## src/rtl/nx_ctrl_rx_framer.sv

```systemverilog
// Host-side ingress framer for nx_control: packs host bytes MSB-first into request words,
// buffers completed words in a small FIFO and drops partial words that stall mid-frame.
module nx_ctrl_rx_framer #(
  parameter int REQ_WIDTH  = 32,
  parameter int FIFO_DEPTH = 2,
  parameter int TIMEOUT    = 255
) (
  input  logic                 clk_i,
  input  logic                 rst_i,
  input  logic [7:0]           rx_data_i,
  input  logic                 rx_valid_i,
  output logic                 rx_ready_o,
  output logic [REQ_WIDTH-1:0] inbound_data_o,
  output logic                 inbound_valid_o,
  input  logic                 inbound_ready_i,
  output logic                 status_err_o,
  output logic [7:0]           err_count_o
);

  localparam int BYTES = (REQ_WIDTH + 7) / 8;
  localparam int AW    = 8 * BYTES;
  // The final byte of a word is never stored, so the register holds BYTES-1 bytes.
  localparam int ARW   = (BYTES > 1) ? 8 * (BYTES - 1) : 8;
  localparam int CW    = (BYTES > 1) ? $clog2(BYTES) : 1;
  localparam int PW    = $clog2(FIFO_DEPTH);
  localparam int NW    = PW + 1;
  localparam int IW    = (TIMEOUT > 0) ? $clog2(TIMEOUT + 1) : 1;

  localparam logic [CW-1:0] LAST_BYTE = CW'(BYTES - 1);
  localparam logic [NW-1:0] FULL_CNT  = NW'(FIFO_DEPTH);
  localparam logic [IW-1:0] TIMEOUT_V = IW'(TIMEOUT);

  logic [CW-1:0]        byte_cnt_r;
  logic [ARW-1:0]       asm_r;
  logic [IW-1:0]        idle_r;
  logic [REQ_WIDTH-1:0] mem_r [FIFO_DEPTH];
  logic [PW-1:0]        wr_ptr_r;
  logic [PW-1:0]        rd_ptr_r;
  logic [NW-1:0]        count_r;
  logic                 ready_r;
  logic                 valid_r;
  logic [REQ_WIDTH-1:0] data_r;
  logic                 err_r;
  logic [7:0]           err_cnt_r;

  logic                 accept_s;
  logic                 last_s;
  logic                 push_s;
  logic                 pop_s;
  logic                 fire_s;
  logic [AW-1:0]        word_full_s;
  logic [ARW-1:0]       asm_shift_s;
  logic [REQ_WIDTH-1:0] word_s;

  logic [CW-1:0]        byte_cnt_n;
  logic [ARW-1:0]       asm_n;
  logic [IW-1:0]        idle_n;
  logic [PW-1:0]        wr_ptr_n;
  logic [PW-1:0]        rd_ptr_n;
  logic [NW-1:0]        count_n;
  logic                 full_n;
  logic                 ready_n;
  logic [REQ_WIDTH-1:0] head_n;

  assign rx_ready_o      = ready_r & ~rst_i;
  assign inbound_data_o  = data_r;
  assign inbound_valid_o = valid_r;
  assign status_err_o    = err_r;
  assign err_count_o     = err_cnt_r;

  assign accept_s = rx_valid_i & rx_ready_o;
  assign last_s   = (byte_cnt_r == LAST_BYTE);
  assign push_s   = accept_s & last_s;
  assign pop_s    = valid_r & inbound_ready_i;
  // Excess upper bits of the first byte fall off here when REQ_WIDTH is not byte aligned.
  assign word_s   = word_full_s[REQ_WIDTH-1:0];

  generate
    if (BYTES > 1) begin : g_multi
      assign word_full_s = {asm_r, rx_data_i};
      assign asm_shift_s = word_full_s[ARW-1:0];
    end else begin : g_single
      assign word_full_s = rx_data_i;
      assign asm_shift_s = asm_r;
    end

    if (TIMEOUT > 0) begin : g_wd
      assign fire_s = ~accept_s & (byte_cnt_r != '0) & (idle_r == TIMEOUT_V);
    end else begin : g_no_wd
      assign fire_s = 1'b0;
    end
  endgenerate

  // Byte assembly and watchdog next state; an accept always takes priority over a timeout.
  always_comb begin
    byte_cnt_n = byte_cnt_r;
    asm_n      = asm_r;
    idle_n     = idle_r;
    if (accept_s) begin
      idle_n = '0;
      if (last_s) begin
        byte_cnt_n = '0;
        asm_n      = '0;
      end else begin
        byte_cnt_n = byte_cnt_r + CW'(1);
        asm_n      = asm_shift_s;
      end
    end else if (fire_s) begin
      byte_cnt_n = '0;
      asm_n      = '0;
      idle_n     = '0;
    end else if (byte_cnt_r != '0) begin
      idle_n = idle_r + IW'(1);
    end else begin
      idle_n = '0;
    end
  end

  // FIFO pointer/occupancy next state and the head word presented after this edge.
  always_comb begin
    wr_ptr_n = push_s ? (wr_ptr_r + PW'(1)) : wr_ptr_r;
    rd_ptr_n = pop_s ? (rd_ptr_r + PW'(1)) : rd_ptr_r;
    case ({push_s, pop_s})
      2'b10:   count_n = count_r + NW'(1);
      2'b01:   count_n = count_r - NW'(1);
      default: count_n = count_r;
    endcase
    full_n  = (count_n == FULL_CNT);
    ready_n = ~((byte_cnt_n == LAST_BYTE) & full_n);
    // A word pushed into the slot that becomes the head must bypass the storage array.
    if (push_s && (wr_ptr_r == rd_ptr_n)) begin
      head_n = word_s;
    end else begin
      head_n = mem_r[rd_ptr_n];
    end
  end

  // Control state and registered outputs.
  always_ff @(posedge clk_i) begin
    if (rst_i) begin
      byte_cnt_r <= '0;
      asm_r      <= '0;
      idle_r     <= '0;
      wr_ptr_r   <= '0;
      rd_ptr_r   <= '0;
      count_r    <= '0;
      ready_r    <= 1'b1;
      valid_r    <= 1'b0;
      data_r     <= '0;
      err_r      <= 1'b0;
      err_cnt_r  <= 8'h00;
    end else begin
      byte_cnt_r <= byte_cnt_n;
      asm_r      <= asm_n;
      idle_r     <= idle_n;
      wr_ptr_r   <= wr_ptr_n;
      rd_ptr_r   <= rd_ptr_n;
      count_r    <= count_n;
      ready_r    <= ready_n;
      valid_r    <= (count_n != '0);
      data_r     <= head_n;
      err_r      <= fire_s;
      if (fire_s && (err_cnt_r != 8'hFF)) begin
        err_cnt_r <= err_cnt_r + 8'd1;
      end else begin
        err_cnt_r <= err_cnt_r;
      end
    end
  end

  // Word storage; contents are don't-care until written, so no reset is needed.
  always_ff @(posedge clk_i) begin
    if (push_s) begin
      mem_r[wr_ptr_r] <= word_s;
    end
  end

endmodule

```

## config.mk

```make
export PLATFORM = sky130hd
export DESIGN_NAME = nx_ctrl_rx_framer
export DESIGN_NICKNAME = d
export VERILOG_FILES = /design/src/rtl/nx_ctrl_rx_framer.sv
export SDC_FILE = /design/constraint.sdc
export NUM_CORES = 1
export LEC_CHECK = 0
export CELL_PAD_IN_SITES_DETAIL_PLACEMENT = 0
export CELL_PAD_IN_SITES_GLOBAL_PLACEMENT = 1
export CORE_AREA = 2 2 126 128
export CTS_BUF_LIST = sky130_fd_sc_hd__clkbuf_2
export DETAILED_ROUTE_END_ITERATION = 10
export DIE_AREA = 0 0 128 130
export GPL_TIMING_DRIVEN = 0
export MAX_ROUTING_LAYER = met4
export PLACE_DENSITY_LB_ADDON = 0.1
export RECOVER_POWER = 100
export SLEW_MARGIN = 20
export SYNTH_ARGS = -nofsm -noshare
export SYNTH_HDL_FRONTEND = slang
export SYNTH_SLANG_ARGS = --single-unit
```

## constraint.sdc

```tcl
create_clock -name clk_i -period 5.84 [get_ports clk_i]
set_input_delay 1.752 -clock clk_i [delete_from_list [all_inputs] [get_ports clk_i]]
set_output_delay 1.752 -clock clk_i [all_outputs]
set_load 0.01 [all_outputs]
```

-- Yosys cells after proc, flatten, opt, wreduce, memory -nomap -nowiden
Memory sizes are Yosys's and may differ from the RTL's. A register that Yosys moved wholly into a read port is not among the register bits.
Cells that the tools add are included.
- register bits: 49
- memory bits (writable): 64
- input port bits: 12
- logic and storage cells: 51
- memories: 1
- memories (name ; depth ; width ; read ports ; clocked after Yosys merged registers in ; write ports ; line ; RTL):
    mem_r ; 2 ; 32 ; 1 ; 1 ; 1 ; 36 ; logic [REQ_WIDTH-1:0] mem_r [FIFO_DEPTH];
- add/subtract/negate cells: 7
- equality and inequality tests: 7
- muxes and demuxes: 10
- bitwise gates (word level): 11
- reduce and logical (&&, ||, !) cells: 5
- operators with widths (operator ; count):
    $mux 24 ; 3
    $add 8x1->8 const B ; 2
    $eq 2x2->1 const B ; 4
    $eq 8x8->1 const B ; 1
    $ne 8x8->1 const B ; 1
    $and 1x1->1 ; 7
    $mux 2 ; 3
    $reduce_bool 2->1 ; 3
    $add 2x1->2 const B ; 2
    $not 1->1 ; 4
    $pmux 2 s2 ; 1
    $reduce_or 4->1 ; 1
    $mux 1 ; 3
    $add 1x1->1 const B ; 2
    $eq 2x1->1 const B ; 1
    $sub 2x1->2 const B ; 1
    $logic_and 1x1->1 ; 1

-- Longest topological paths before layout
Gate-level depths: netlist (run 1).
- word-level depth: 11
- depth in mapped cells: 10
- depth with buffers taken out: 7

-- Worst setup path after synthesis (run 1)
OpenSTA, ideal clock, no wires.
- path kind: input-to-reg
- start: input port rst_i
- end: memory mem_r[0][0] (enable)
- data arrival time: 4.007 ns
- slack: 1.412 ns
- stages on the path: 6
- path buffers: 3
- path through: buf_4 -> and3b_1 -> clkbuf_2 -> nand2_1 -> clkbuf_1 -> nor2_1
- word-level cells in the longest chain between the ends: 6
- RTL lines (what ; line ; RTL):
    start: declaration ; 9 ; input logic rst_i,
    $not 1->1 ; 65 ; assign rx_ready_o = ready_r & ~rst_i;
    $and 1x1->1 ; 65 ;
    $and 1x1->1 ; 71 ; assign accept_s = rx_valid_i & rx_ready_o;
    $and 1x1->1 ; 73 ; assign push_s = accept_s & last_s;
    $mux 1 ; 173 ; if (push_s) begin
    $mux 1 (not written as such) ; 174 ; mem_r[wr_ptr_r] <= word_s;
    end: declaration ; 36 ;
Every way passes these cells.

-- Final worst setup path (run 1)
- start: input port rst_i
- end: output port rx_ready_o
- word-level cells in the longest chain between the ends: 2
- RTL lines (what ; line ; RTL):
    $not 1->1 ; 65 ;
    $and 1x1->1 ; 65 ;
    end: declaration ; 12 ; output logic rx_ready_o,
Every way passes these cells.

==> results.yml, run 1 <==
run_status:
  status: "finished with violations"
  failed_checks: "capacitance limit, slew limit"
detailed_routing:
  drc_errors: 0
  ant_nets: 0
  avgViaCountPerCell: 5.015
  drtIter0Drc: 232
  wl_mm: 11.78
  routedWlPerCell_um: 17.42
  via_count: 3390
  first_pass_iters: 5
die:
  die_y_um: 130
  start_util: 0.3409
  core_area_um2: 15420
  pin_count: 55
  die_w_um: 128
  rows: 46
  dieArea_um2: 16640
critical_path:
  slowest_stage: "dlygate4sd3_1"
  path_max_fanout: 10
  r2r_start: "ready_r"
  cp_num_buf_inv: 3
  reg2reg_setup_slack_ns: 2.50
  cp_top_family: "buffers and inverters"
  arrival_ns: 3.09
  rr_worst_depth: 6
  crit_chain: "buf_4 -> clkbuf_1 -> nor2b_1 -> dlygate4sd3_1"
  cp-start-kind: "input port"
  cp_data_required_time_ns: 4.09
  cp_slowest_stage_delay_ns: 0.63
  critPathKind: "in -> out"
  endpoint_kind: "primary output"
  r2r-end: "mem_r[0][14]"
timing:
  min_period_over_period: 0.8290
  worst_pin_slew_ns: 1.759
  whs_ns: 0.5111
  timing.fmax_mhz: 206.5
  final-setup-viol-count: 0
  rsz0062_at_grt: "false"
  finalClockSkew_ns: 0.02727
  drv_slew: 32
  slew_headroom: -0.1770
  min_period_ns: 4.841
  finalHoldViolations: 0
grt:
  antenna_found_initial: 1
  grt_pass1_vias: 3402
  overflow: 0
  grt_max_degree: 18
  grt_util_all_layers: 0.1575
  grt_pass1_wl_mm: 18.96
finish:
  fillerInstances: 1506
  fin_nets: 487
  layout-drive-gt1-share: 0.08075
  utilization: 0.4096
  synthToLayoutAreaGrowth_pct: 20.15
power_and_ir_drop:
  vdd_ir_drop_max_uv: 106.6
  fin_total_pwr_w: 0.001738
  p_int_w: 0.001339
  power_leakage_nw: 2.403
  p_sw_frac: 0.2297
  seq_power_share: 0.627
  powerDensity_nw_per_um2: 275.1
  pwr-share-comb: 0.038
  pwr-share-clk: 0.335
  p_switching_w: 0.0003992
placed_design:
  routabilityCongestion: 0.7797
  port_buffers: 53
  hpwl_mm: 7.679
cts:
  cts_root_buf: "clkbuf_2"
  cts.path.max_buffers: 2
  clk_latency_ns: 0.70
  ctsResizeCount: 0
  cts_inserted_buffers: 17
  post-cts-setup-buffer-count: 0
  path_clk_slew_ns: 0.18
  cts_sinks: 145
  htree_levels: 4
  cts_tree: "built"
  hold_buffers: 0
hold_path:
  hold_class: "reg -> reg"
  hold_path_depth: 0
  hp-start: "asm_r[21]"
  holdPathEnd: "mem_r[1][29]"
synth:
  syn_area_um2: 5259
  synth-seq-area-share: 0.6738
  synth_fp_nets: 413
  syn_inst: 396
  netlist.area_leader.share: 0.3655
  yosysWarningCount: 0
  synth_common_cells: "dfxtp_1 (81), edfxtp_1 (64), nor3_1 (41), a211oi_1 (32), mux2i_1 (32)"
  yosysMostFrequentCell: "dfxtp_1"
  synth_edf_count: 64
  syn_area_per_cell_um2: 13.28
  async_flop_share: 0
  ys_seq_elements: 145
  synth_ff_type: "dfxtp_1"
  ys_top_cells_by_area: "edfxtp_1 (37%), dfxtp_1 (31%), mux2i_1 (6.1%)"
  yosysUniqueCellTypes: 39
  synth_top_area_cell: "edfxtp_1"
run:
  cap_violations: 2
[routing by layer]
metal	vias to the layer above	global-route usage	wire length [um]
met2	72	0.2381	5431
met4	0	0.06399	188
met1	1652	0.2049	5773
met3	15	0.03731	386
met5	-	-	0
li1	1651	-	-
[sequential cells by signal, indices dropped and copies added, names as in the netlist]
name,cells
mem_r,64
inbound_data_o,32
asm_r,24
err_count_o,8
idle_r,8
byte_cnt_r,2
count_r,2
inbound_valid_o,1
rd_ptr_r,1
ready_r,1
status_err_o,1
wr_ptr_r,1
[layout by cell type, fill, tap and decap left out, types with 2 or more instances in the layout]
master / netlist / final
a211oi_1: 32 / 32
a21oi_1: 5 / 5
nand4_1: 3 / 3
dfxtp_1: 81 / 81
buf_2: 7 / 2
mux2i_1: 32 / 32
nand3_1: 7 / 7
o31ai_1: 5 / 5
nor2_1: 14 / 14
nand4b_1: 2 / 2
or3_1: 4 / 4
a22o_1: 24 / 24
clkbuf_2: 2 / 19
bufinv_16: 0 / 3
clkinvlp_4: 0 / 3
xor2_1: 6 / 6
xnor2_1: 4 / 4
nor2b_1: 5 / 5
or2_2: 3 / 3
clkinv_1: 0 / 2
edfxtp_1: 64 / 64
ha_1: 5 / 5
o21ai_0: 2 / 2
clkbuf_1: 19 / 26
dlygate4sd3_1: 0 / 52
clkinv_2: 0 / 5
or4_1: 3 / 3
nand2_1: 6 / 6
inv_1: 5 / 5
buf_16: 0 / 2
nor3_1: 41 / 41
[power groups by stage]
| stage | logic, W | clock network, W | registers (W) |
|---|---|---|---|
| global placement | 0.0000709 | 0 | 0.00111 |
| CTS | 0.0000712 | 0.000607 | 0.00109 |
| detailed placement | 0.0000710 | 0 | 0.00111 |
| finish | 0.0000658 | 0.000582 | 0.00109 |
| global route | 0.0000728 | 0.000647 | 0.00109 |
| floorplan | 0.0000316 | 0 | 0.00111 |
[final cells by class]
type	instances	area (um^2)	share of cell area
tap	192	240.2	0.03802
antenna	1	2.502	0.0003960
clock buffer	19	95.09	0.01505
clock inverter	13	145.1	0.02297
timing repair buffer	55	585.6	0.09267
buffer	29	115.1	0.01822
multi-input combinational	217	1573	0.2489
sequential	145	3543	0.5608
inverter	5	18.77	0.002970
[metrics by stage]
step                worst slack (ns)  area (um^2)  setup TNS [ns]  cells
global placement             -0.3287         6030          -20.74    641
finish                        0.9985         6319               0    676
global route                  0.8736         6319               0    676
detailed placement             1.087         6100               0    643
CTS                            1.088         6340               0    675
floorplan                      1.412         5259               0    396
[how the worst max path moves through the flow]
| stage | from | endpoint | slack (ns) | cells past startpoint |
|---|---|---|---|---|
| after floorplan | rst_i | mem_r[0][0] | 1.41 | 6 |
| after global placement | rx_valid_i | mem_r[1][24] | -0.33 | 6 |
| after detailed placement | rst_i | rx_ready_o | 1.09 | 4 |
| after CTS | rst_i | rx_ready_o | 1.09 | 4 |
| after global routing | rst_i | rx_ready_o | 0.87 | 4 |
| final | rst_i | rx_ready_o | 1.0 | 4 |
[kinds of logic (layout without fill, tap and decap cells)]
logic type	count (synthesis)	after routing	synth area share
flops	145	145	0.6738
other cells	0	1	0
compound gates	71	71	0.1040
fa+ha+maj	5	5	0.01190
simple gates	96	96	0.09708
buf+inv	34	121	0.02712
mux	34	34	0.06519
xor+xnor	11	11	0.02094
Power figures use the tool's default switching activity.
==> run 2, diff against run 1 <==
- clock period: 5.84 -> 4.1 ns (I/O delays scaled with it)
==> run 2 against run 1 <==
Against the previous run:
- largest power group unchanged
- wire length about the same
- global-route usage unchanged
- first-iteration DRC count increased by 3.4%
- the flow now finishes without violations
- worst hold slack improved by 0.0022 ns
- largest cell class unchanged
==> results.yml, run 2 (same netlist as run 1, synthesis figures left out) <==
grt:
  grt_max_degree: 18
  overflow: 0
  grt_util_all_layers: 0.1575
  grt_pass1_wl_mm: 18.96
  antenna_found_initial: 1
  grt_pass1_vias: 3402
finish:
  top_register: "mem_r"
  fillerInstances: 1507
  largest_reg_flops: 64
  fin_nets: 487
  final_common_cell: "dfxtp_1"
  layout_common_cells: "dfxtp_1 (81), edfxtp_1 (64), dlygate4sd3_1 (52)"
  synthToLayoutAreaGrowth_pct: 20.25
  finalNonFillerCells: 676
  layout-drive-gt1-share: 0.08489
placed_design:
  hpwl_mm: 7.679
  routabilityCongestion: 0.7797
  port_buffers: 53
  placed_cells: 643
cts:
  cts_sinks: 145
  ctsResizeCount: 0
  cts_root_buf: "clkbuf_2"
  clk_latency_ns: 0.70
  cts_inserted_buffers: 17
  path_clk_slew_ns: 0.20
  cts_tree: "built"
  hold_buffers: 0
  cts.path.max_buffers: 2
  post-cts-setup-buffer-count: 0
  htree_levels: 4
detailed_routing:
  drtIter0Drc: 240
  via_count: 3376
  first_pass_iters: 4
  drc_errors: 0
  avgViaCountPerCell: 4.994
  ant_nets: 0
  routedWlPerCell_um: 17.41
  wl_mm: 11.77
timing:
  slew_headroom: 0.2642
  min_period_over_period: 0.9252
  min_period_ns: 3.793
  final-setup-viol-count: 0
  rsz0062_at_grt: "false"
  timing.fmax_mhz: 263.6
  whs_ns: 0.5133
  drv_slew: 0
  finalClockSkew_ns: 0.02545
  worst_pin_slew_ns: 1.095
  finalHoldViolations: 0
run_status:
  status: "complete, no violations"
critical_path:
  slowest_stage: "dlygate4sd3_1"
  endpoint_kind: "primary output"
  cp_num_buf_inv: 3
  cp_slowest_stage_delay_ns: 0.63
  path_max_fanout: 10
  cp_top_family: "buffers and inverters"
  arrival_ns: 2.56
  cp-start-kind: "input port"
  crit_chain: "buf_4 -> clkbuf_1 -> nor2b_1 -> dlygate4sd3_1"
  critPathKind: "in -> out"
  cp_data_required_time_ns: 2.87
die:
  die_y_um: 130
  core_area_um2: 15420
  rows: 46
  die_w_um: 128
  start_util: 0.3409
  pin_count: 55
  dieArea_um2: 16640
power_and_ir_drop:
  seq_power_share: 0.627
  pwr-share-comb: 0.038
  p_switching_w: 0.0005680
  pwr-share-clk: 0.335
  fin_total_pwr_w: 0.002475
  vdd_ir_drop_max_uv: 151.9
  power_leakage_nw: 2.403
  p_sw_frac: 0.2295
  powerDensity_nw_per_um2: 391.4
  p_int_w: 0.001907
hold_path:
  hold_class: "reg -> reg"
run:
  cap_violations: 0
[run 2: power groups by stage]
stage / sequential [W] / combinational, W / clock [W]
finish: 0.00155 / 0.0000936 / 0.000828
global route: 0.00156 / 0.000104 / 0.000921
CTS: 0.00155 / 0.000101 / 0.000865
detailed placement: 0.00159 / 0.000101 / 0
global placement: 0.00158 / 0.000101 / 0
floorplan: 0.00158 / 0.0000450 / 0
[run 2: final timing paths]
kind | start | endpoint | slack [ns] | cells after the start
hold / removal | asm_r[20] | mem_r[0][28] | 0.51 | 0
setup reg to reg | ready_r | mem_r[0][14] | 1.24 | 6
setup / recovery | rst_i | rx_ready_o | 0.31 | 4
hold reg to reg | asm_r[20] | mem_r[0][28] | 0.51 | 0
[run 2: final cells by class]
class,count,area [um^2],share of cell area
Multi-Input combinational cell,217,1578,0.2495
Antenna cell,1,2.502,0.0003957
Clock inverter,13,145.1,0.02295
Sequential cell,145,3543,0.5603
Timing Repair Buffer,55,585.6,0.09260
Inverter,5,18.77,0.002968
Tap cell,192,240.2,0.03799
Buffer,29,115.1,0.01820
Clock buffer,19,95.09,0.01504
[run 2: per-layer routing]
| layer | track usage | wire length, um | vias to the layer above |
|---|---|---|---|
| met3 | 0.03731 | 421 | 17 |
| met5 | - | 0 | - |
| met4 | 0.06399 | 204 | 0 |
| met2 | 0.2381 | 5415 | 74 |
| met1 | 0.2049 | 5726 | 1632 |
| li1 | - | - | 1653 |
[run 2: metrics by stage]
stage          worst slack (ns)    util   TNS, ns  instance area (um^2)
3_5_place_dp           -0.05443  0.3954  -0.05443                  6100
6_report                 0.3068  0.4100         0                  6324
5_1_grt                  0.1776  0.4100         0                  6324
3_3_place_gp             -1.547  0.3909    -98.69                  6030
2_1_floorplan            0.1940       -         0                  5259
4_1_cts                  0.3915  0.4110         0                  6340
==> run 3, diff against run 2 <==
- DONT_BUFFER_PORTS: unset -> 1
==> run 3 against run 2 <==
Against the previous run:
- worst hold slack got worse by 0.0053 ns
- core utilization fell by 3.9 points
- via count fell by 6.3%
- first-iteration DRC count is 33% lower
- critical path depth increased by 3
- cell area fell by 9.6%
- die area unchanged
- largest cell class unchanged
==> results.yml, run 3 (same netlist as run 1, synthesis figures left out) <==
finish:
  final_common_cell: "dfxtp_1"
  synthToLayoutAreaGrowth_pct: 8.756
  utilization: 0.3708
  layout-drive-gt1-share: 0.09302
  fin_nets: 434
  finalNonFillerCells: 623
  layout_common_cells: "dfxtp_1 (81), edfxtp_1 (64), nor3_1 (41)"
  top_register: "mem_r"
  largest_reg_flops: 64
detailed_routing:
  drtIter0Drc: 162
  first_pass_iters: 4
  wl_mm: 11.69
  routedWlPerCell_um: 18.77
  via_count: 3163
  avgViaCountPerCell: 5.077
  drc_errors: 0
  ant_nets: 0
cts:
  path_clk_slew_ns: 0.18
  cts_inserted_buffers: 17
  cts_root_buf: "clkbuf_2"
  htree_levels: 4
  cts_sinks: 145
  clk_latency_ns: 0.70
  cts.path.max_buffers: 2
  ctsResizeCount: 0
  hold_buffers: 0
  post-cts-setup-buffer-count: 0
  cts_tree: "built"
power_and_ir_drop:
  vdd_ir_drop_max_uv: 124.9
  powerDensity_nw_per_um2: 406.1
  fin_total_pwr_w: 0.002323
  power_leakage_nw: 2.096
grt:
  grt_pass1_vias: 3304
  antenna_found_initial: 1
  overflow: 0
  grt_util_all_layers: 0.1576
  grt_pass1_wl_mm: 18.71
  grt_max_degree: 22
placed_design:
  hpwl_mm: 7.620
  placed_cells: 590
  port_buffers: 0
  routabilityCongestion: 0.7615
die:
  rows: 46
  start_util: 0.3409
  dieArea_um2: 16640
  core_area_um2: 15420
  pin_count: 55
  die_w_um: 128
  die_y_um: 130
timing:
  min_period_ns: 3.491
  timing.fmax_mhz: 286.5
  rsz0062_at_grt: "false"
  min_period_over_period: 0.8514
  finalClockSkew_ns: 0.03386
  drv_slew: 0
  final-setup-viol-count: 0
  tns_ns: 0
  worst_pin_slew_ns: 1.348
  slew_headroom: 0.1007
  finalHoldViolations: 0
critical_path:
  path_max_fanout: 20
  cp-start-kind: "input port"
  arrival_ns: 3.90
  endpoint_kind: "register"
  cp_data_required_time_ns: 4.51
  critPathKind: "in -> reg"
hold_path:
  hold_class: "reg -> reg"
run:
  cap_violations: 0
run_status:
  status: "complete, no violations"
[run 3: layer usage]
| layer | global-route usage | up-vias | share of wire | wire (um) |
|---|---|---|---|---|
| met5 | - | - | 0 | 0 |
| li1 | - | 1549 | - | - |
| met2 | 0.2444 | 62 | 0.47 | 5501 |
| met4 | 0.06593 | 0 | 0.018 | 211 |
| met1 | 0.1948 | 1536 | 0.47 | 5534 |
| met3 | 0.04428 | 16 | 0.038 | 446 |
[run 3: critical path, cell delays in order]
cell and delay, ns:
clkbuf_1 0.20, and3b_1 0.26, clkbuf_1 0.21, nand2_1 0.29
clkbuf_1 0.37, nor2_2 1.09, buf_16 0.23
[run 3: area by class of cell]
class / count / area (um^2)
Multi-Input combinational cell: 217 / 1578
Sequential cell: 145 / 3543
Fill cell: 1529 / 9706
Tap cell: 192 / 240.2
Clock inverter: 9 / 67.56
Antenna cell: 1 / 2.502
Inverter: 5 / 18.77
Buffer: 29 / 111.4
Clock buffer: 23 / 115.1
Timing Repair Buffer: 2 / 42.54
[run 3: final timing paths]
kind | to | cells after the start | start | slack [ns]
max | mem_r[0][19] | 7 | rst_i | 0.61
min | mem_r[0][29] | 0 | asm_r[21] | 0.51
max reg2reg | mem_r[0][19] | 6 | ready_r | 1.07
min reg2reg | mem_r[0][29] | 0 | asm_r[21] | 0.51
[run 3: per-stage QoR]
stage          setup slack (ns)  hold slack [ns]  area (um^2)
2_1_floorplan            0.1940           0.4498         5259
3_3_place_gp             -1.259           0.4774         5499
3_5_place_dp             0.2058           0.4790         5557
4_1_cts                  0.7999           0.5051         5739
5_1_grt                  0.4445           0.4900         5719
6_report                 0.6093           0.5080         5719
[run 3: power breakdown]
group	switching (W)	internal [W]
combinational	0.0000391	0.0000219
sequential	0.0000290	0.00153
clock	0.000479	0.000223
total	0.000547	0.00178
